$ cat config.mk
export PLATFORM = sky130hd
export DESIGN_NAME = div_arbiter
export DESIGN_NICKNAME = d
export VERILOG_FILES = /design/src/rtl/div_arb_pkg.sv /design/src/rtl/div_core.sv /design/src/rtl/div_arbiter.sv
export SDC_FILE = /design/constraint.sdc
export NUM_CORES = 1
export LEC_CHECK = 0
export BUFFER_PORTS_ARGS = -buffer_cell sky130_fd_sc_hd__buf_2
export CORE_UTILIZATION = 50
export DETAILED_ROUTE_END_ITERATION = 8
export PLACE_DENSITY_LB_ADDON = 0.25
export SYNTH_ARGS = -nofsm -noshare
export SYNTH_HDL_FRONTEND = slang
export SYNTH_SLANG_ARGS = --single-unit
$ cat constraint.sdc
create_clock -name pixelclk -period 7.4 [get_ports pixelclk]
set_input_delay 1.48 -clock pixelclk [delete_from_list [all_inputs] [get_ports pixelclk]]
set_output_delay 1.48 -clock pixelclk [all_outputs]
set_load 0.01 [all_outputs]
$ cat src/rtl/div_arb_pkg.sv
// Shared types and default sizing for the shared divider arbiter.
package div_arb_pkg;

  localparam int unsigned DIV_N    = 24;
  localparam int unsigned DIV_NREQ = 3;

  typedef enum logic [1:0] {
    IDLE = 2'd0,
    CALC = 2'd1,
    DONE = 2'd2
  } state_t;

endpackage

$ cat src/rtl/div_core.sv
// Sequential restoring divider: one quotient bit per cycle, MSB first.
// The dividend shifts out of the top of dq_q while quotient bits shift in at
// the bottom, so one register serves both. quotient/remainder/done present
// the result of the step being taken this cycle, so the final values are
// available in the same cycle that done is high.
module div_core
  import div_arb_pkg::*;
#(
  parameter int unsigned N = DIV_N
) (
  input  logic         clk,
  input  logic         abort,
  input  logic         start,
  input  logic [N-1:0] dividend,
  input  logic [N-1:0] divisor,
  output logic         done,
  output logic [N-1:0] quotient,
  output logic [N-1:0] remainder
);

  localparam int unsigned CW = (N > 1) ? $clog2(N) : 1;

  logic [N-1:0]  rem_q;
  logic [N-1:0]  dq_q;
  logic [N-1:0]  dvs_q;
  logic [CW-1:0] cnt_q;
  logic          active_q;

  logic [N:0]    shifted;
  logic [N:0]    diff;
  logic          ge;

  // One restoring step; the borrow out of the N+1-bit subtract is the compare.
  always_comb begin
    shifted   = {rem_q, dq_q[N-1]};
    diff      = shifted - {1'b0, dvs_q};
    ge        = ~diff[N];
    quotient  = {dq_q[N-2:0], ge};
    remainder = ge ? diff[N-1:0] : shifted[N-1:0];
    done      = active_q && (cnt_q == CW'(N - 1));
  end

  // Operand load on start, then N steps; abort drops the operation.
  always_ff @(posedge clk) begin
    if (abort) begin
      active_q <= 1'b0;
      cnt_q    <= '0;
    end else if (start) begin
      rem_q    <= '0;
      dq_q     <= dividend;
      dvs_q    <= divisor;
      cnt_q    <= '0;
      active_q <= 1'b1;
    end else if (active_q) begin
      rem_q <= remainder;
      dq_q  <= quotient;
      cnt_q <= cnt_q + CW'(1);
      if (done) begin
        active_q <= 1'b0;
      end
    end
  end

endmodule

$ cat src/rtl/div_arbiter.sv
// Round-robin front end sharing one div_core among NREQ requesters.
// Results return a fixed N+1 cycles after the handshake, tagged with the
// requester index.
module div_arbiter
  import div_arb_pkg::*;
#(
  parameter int unsigned N    = DIV_N,
  parameter int unsigned NREQ = DIV_NREQ,
  parameter int unsigned IDW  = $clog2(NREQ)
) (
  input  logic              pixelclk,
  input  logic              rst,
  input  logic              flush,
  input  logic [NREQ-1:0]   req_valid,
  output logic [NREQ-1:0]   req_ready,
  input  logic [NREQ*N-1:0] req_dividend,
  input  logic [NREQ*N-1:0] req_divisor,
  output logic              rsp_valid,
  output logic [IDW-1:0]    rsp_id,
  output logic [N-1:0]      rsp_quotient,
  output logic [N-1:0]      rsp_remainder,
  output logic              rsp_div0,
  output logic              busy
);

  state_t         state;
  logic [IDW-1:0] last;
  logic [IDW-1:0] win_id;
  logic [IDW-1:0] cand;
  logic [IDW-1:0] id_q;
  logic           found;
  logic           hs;
  logic           div0_q;
  logic [N-1:0]   sel_dvd;
  logic [N-1:0]   sel_dvs;
  logic           core_done;
  logic [N-1:0]   core_q;
  logic [N-1:0]   core_r;

  // Round-robin search starting one past the most recent grant.
  always_comb begin
    found  = 1'b0;
    win_id = last;
    cand   = '0;
    for (int unsigned k = 1; k <= NREQ; k++) begin
      cand = IDW'((32'(last) + k) % NREQ);
      if (!found && req_valid[cand]) begin
        found  = 1'b1;
        win_id = cand;
      end
    end
  end

  // One-hot grant, only offered while idle.
  always_comb begin
    req_ready = '0;
    if (state == IDLE && found) begin
      req_ready[win_id] = 1'b1;
    end
  end

  assign hs = (state == IDLE) && found;

  // Operand mux for the current winner.
  always_comb begin
    sel_dvd = '0;
    sel_dvs = '0;
    for (int unsigned i = 0; i < NREQ; i++) begin
      if (win_id == IDW'(i)) begin
        sel_dvd = req_dividend[i*N +: N];
        sel_dvs = req_divisor[i*N +: N];
      end
    end
  end

  div_core #(.N(N)) u_core (
    .clk       (pixelclk),
    .abort     (rst | flush),
    .start     (hs & ~flush & ~rst),
    .dividend  (sel_dvd),
    .divisor   (sel_dvs),
    .done      (core_done),
    .quotient  (core_q),
    .remainder (core_r)
  );

  // Control FSM, grant pointer and registered response.
  always_ff @(posedge pixelclk) begin
    if (rst) begin
      state         <= IDLE;
      last          <= IDW'(NREQ - 1);
      id_q          <= '0;
      div0_q        <= 1'b0;
      rsp_valid     <= 1'b0;
      rsp_id        <= '0;
      rsp_quotient  <= '0;
      rsp_remainder <= '0;
      rsp_div0      <= 1'b0;
      busy          <= 1'b0;
    end else if (flush) begin
      state     <= IDLE;
      rsp_valid <= 1'b0;
      busy      <= 1'b0;
    end else begin
      rsp_valid <= 1'b0;
      case (state)
        IDLE: begin
          if (hs) begin
            state  <= CALC;
            busy   <= 1'b1;
            last   <= win_id;
            id_q   <= win_id;
            div0_q <= (sel_dvs == '0);
          end
        end
        CALC: begin
          if (core_done) begin
            state         <= DONE;
            rsp_valid     <= 1'b1;
            rsp_id        <= id_q;
            rsp_quotient  <= core_q;
            rsp_remainder <= core_r;
            rsp_div0      <= div0_q;
          end
        end
        DONE: begin
          state <= IDLE;
          busy  <= 1'b0;
        end
        default: begin
          state <= IDLE;
          busy  <= 1'b0;
        end
      endcase
    end
  end

endmodule

==> results.txt <==
----------------------------------------------------
[Setup path]
  Depth of the worst register-to-register path ... 12
  Launching instance or port of the critical path ... req_valid[0]
  Internal reg-to-reg setup slack ... between 2000 and 3000 ps
  Launching element type of the critical path ... primary input
  Critical path capture point ... req_ready[1]
  End of the worst register-to-register path ... div0_q$_SDFFE_PP0P_
  Worst Path Max Fanout ... 26
  Source of the worst register-to-register timing path ... last[0]$_SDFFE_PP0P_
  Crit path kind ... in -> out
  Arrival time at the worst endpoint ... 3520 ps
  Required arrival time at the worst endpoint ... between 5000 and 6000 ps
  Endpoint kind of the worst setup timing path ... primary output

[Power and ir drop]
  Leakage power total ... ~4.1 nW
  Pwr Density ... between 200 and 300 nW/um^2
  Switching share of power ... 34.4%
  Switch Pwr ... a little under 1 mW
  Portion of total power attributed to combinational logic ... 35.2%
  Worst VDD drop ... between 0.15 and 0.2 mV
  Clock power frac ... about 32%
  Internal power component ... 1.87 mW
  Share of power burned in registers ... 32.8%

[Detailed routing]
  Number of detailed-route iterations in the first pass ... 5
  DRC violations left ... 0
  Via density ... 5.54
  Total detailed-routing wirelength ... 20,600 um
  Antenna viol nets, final ... 0
  Drt first-iter violations ... 503
  Final routed wire length divided by cell count ... 16.4 um
  Overall via count from detail_route ... 6,953

[Synth]
  Post-synth EDFFs ... 72
  Number of warnings issued by yosys ... 0
  Fraction of registers with async set/reset ... 0%
  Post-synth net total ... 1,031
  Post-Syn Area per Cell ... 9.27 sq um
  Yosys reg bits ... 137
  Ys flop type ... edfxtp_1
  Post-Synthesis Cells ... 853
  Synthesized cell area ... 7910 sq um
  Sequential element share of the synthesized area ... a little over two fifths
  Cell variety after synth ... 70

[Placement]
  Hpwl dp ... between 15,000 and 20,000 um
  DP Area ... 9050 sq um
  Global placement routability congestion ... 0.914
  Number of buffers inserted by port buffering ... a little over 200

[STA]
  Post-layout minimum cycle time ... 5000 ps
  Final Max Tran Viols ... 0
  Worst slew margin ... roughly 22%
  Setup Total Neg Slack ... 0 ps
  Fin. Hold Viols ... 0
  Unrepaired setup endpoints after global routing ... no
  Slew @ Worst Pin ... 1170 ps
  Number of setup violations in the final report ... 0
  Tcrit/Tclk final ... 67.6%
  Maximum clock rate ... 200 MHz
  Maximum clock skew at final layout ... 5.79 ps

[Layout]
  Count of filler cells inserted in the layout ... 1,373
  Layout Area Growth over Synthesis ... 22.5%
  Number of nets in the final layout ... about 1,200
  Summed area of non-filler cells in the final layout ... just under 10,000 sq um
  Ratio of cells with drive above 1 in the final layout ... between 20% and 30%

[Outcome]
  Run status ... finished, final reports clean

[Clocking]
  Total setup buffers inserted after CTS ... 0
  Register clock-pin slew on the reported worst setup and hold paths ... 60 ps
  Root cell of the clock tree ... clkbuf_16
  Number of sinks handled by clock tree synthesis ... 137
  Bufs on Longest Clock Path ... 2
  H-tree levels ... 4
  Clock latency of the later-clocked register in the worst-skew pair ... 420 ps
  TritonCTS clock tree ... done
  CTS hold repair buffers ... 0
  Resize count post-CTS ... 0
  TritonCTS Buffers ... 17

[Global route]
  Number of antenna violations at the first check in global routing ... 2
  Number of global-route vias before repair ... 6,470
  Overflow after GRT ... 0
  Gr usage total ... 26.2%
  First-pass GRT wire length ... 32,700 um
  Largest net degree at the start of global routing ... 61

[Flow run]
  Maxcap violations ... 0

[Floorplanning]
  Area inside the core boundary ... 15,300 sq um
  Die area ... 16,300 sq um
  Overall die width ... roughly 130 um
  Starting Density ... between 50 and 60%
  Die Ht ... around 130 um
  Std-Cell Rows ... 45
  I/O pins ... about 210

[Min path]
  Hold Path Class ... reg -> reg

----------------------------------------------------
-- flip-flops by register name (all words and copies together), names as in the netlist --
signal / cells
u_core.active_q: 1
last: 2
rsp_div0: 1
div0_q: 1
rsp_id: 2
rsp_remainder: 24
state: 2
rsp_quotient: 24
u_core.rem_q: 24
u_core.dq_q: 24
busy: 1
id_q: 1
u_core.cnt_q: 5
u_core.dvs_q: 24
rsp_valid: 1
-- stage by stage --
stage	util, %	setup WS [ps]	hold WS [ps]	power, mW	cells
floorplan	-	893	431	1.72	853
global placement	59.1	2170	440	1.93	1221
detailed placement	59.1	2100	445	1.95	1221
CTS	63.2	2390	454	2.86	1253
global route	63.2	2290	473	3.00	1253
finish	63.3	2400	453	2.85	1254
-- worst min-delay path by stage --
stage                                             start                             to  cells past startpoint
after floorplan                    id_q[1]$_SDFFE_PP0P_         rsp_id[1]$_SDFFE_PP0P_                      2
final                     rsp_quotient[18]$_SDFFE_PP0P_  rsp_quotient[18]$_SDFFE_PP0P_                      2
after global routing       rsp_quotient[9]$_SDFFE_PP0P_   rsp_quotient[9]$_SDFFE_PP0P_                      2
after detailed placement  rsp_quotient[18]$_SDFFE_PP0P_  rsp_quotient[18]$_SDFFE_PP0P_                      2
after global placement    rsp_quotient[12]$_SDFFE_PP0P_  rsp_quotient[12]$_SDFFE_PP0P_                      2
after CTS                 rsp_quotient[18]$_SDFFE_PP0P_  rsp_quotient[18]$_SDFFE_PP0P_                      2
-- logic make-up after synthesis --
kind of cell,count (synthesis),share of synthesized area (%)
AND/OR/NAND/NOR,275,15.3
flip-flops,137,43.8
XOR/XNOR,18,1.99
multiplexers,75,9.62
buffers and inverters,93,5.22
adder cells (fa/ha/maj),29,4.65
AO/OA/AOI/OAI,226,19.4
-- synthesized netlist by cell type, types with 9 or more instances --
cell       count  area [sq um]
a211oi_1      23           173
a21o_1        10          75.1
a21oi_1       99           495
buf_2         15          75.1
clkbuf_1      34           128
dfxtp_1       65          1300
edfxtp_1      72          2160
ha_1          27           338
inv_1         34           128
mux2i_1       73           731
nand2_1       78           293
nand3_1        9          45.0
nor2_1       125           469
nor3_1        13          65.1
o21a_1         9          67.6
o21ai_0       11          55.1
o2bb2ai_1     21           184
xnor2_1       10          87.6
-- worst max-delay path: stages --
cell	delay, ps
buf_2	170
or3b_1	360
a2111oi_1	350
a41oi_1	120
a22oi_4	620
nor3b_1	240
buf_2	160
-- cells in the final DEF (no fill, tap or decap), drive strengths merged, types with 13 or more instances in the layout --
cell type and instances:
o21ai 14, nand2 78, buf 215, nor2 125
mux2i 73, a21oi 99, nor3 13, clkbuf 18
a211oi 27, inv 40, ha 27, dfxtp 65
edfxtp 72, o2bb2ai 23
-- cell type report --
cell class	instances	area, sq um	area share (%)
Multi-Input combinational cell	623	4090	42.2
Sequential cell	137	3460	35.7
Timing Repair Buffer	215	1100	11.4
Clock buffer	18	450	4.65
Tap cell	211	264	2.73
Clock inverter	14	185	1.91
Inverter	35	131	1.36
Antenna cell	1	2.50	0.0258
-- routing by layer --
| layer | global-route usage (%) | wire (um) | up-vias |
|---|---|---|---|
| met4 | 9.20 | 376 | 2 |
| li1 | - | - | 3443 |
| met2 | 44.1 | 9810 | 267 |
| met5 | 0 | 13 | - |
| met1 | 32.7 | 9060 | 3213 |
| met3 | 6.26 | 1370 | 28 |
-- power groups by stage --
stage	logic [mW]	clock network (mW)	registers, mW
finish	1.00	0.911	0.933
global route	1.11	0.953	0.939
CTS	1.00	0.925	0.933
detailed placement	0.998	0	0.949
global placement	0.982	0	0.947
floorplan	0.785	0	0.938
No activity file was read; power rests on OpenSTA's default activity.
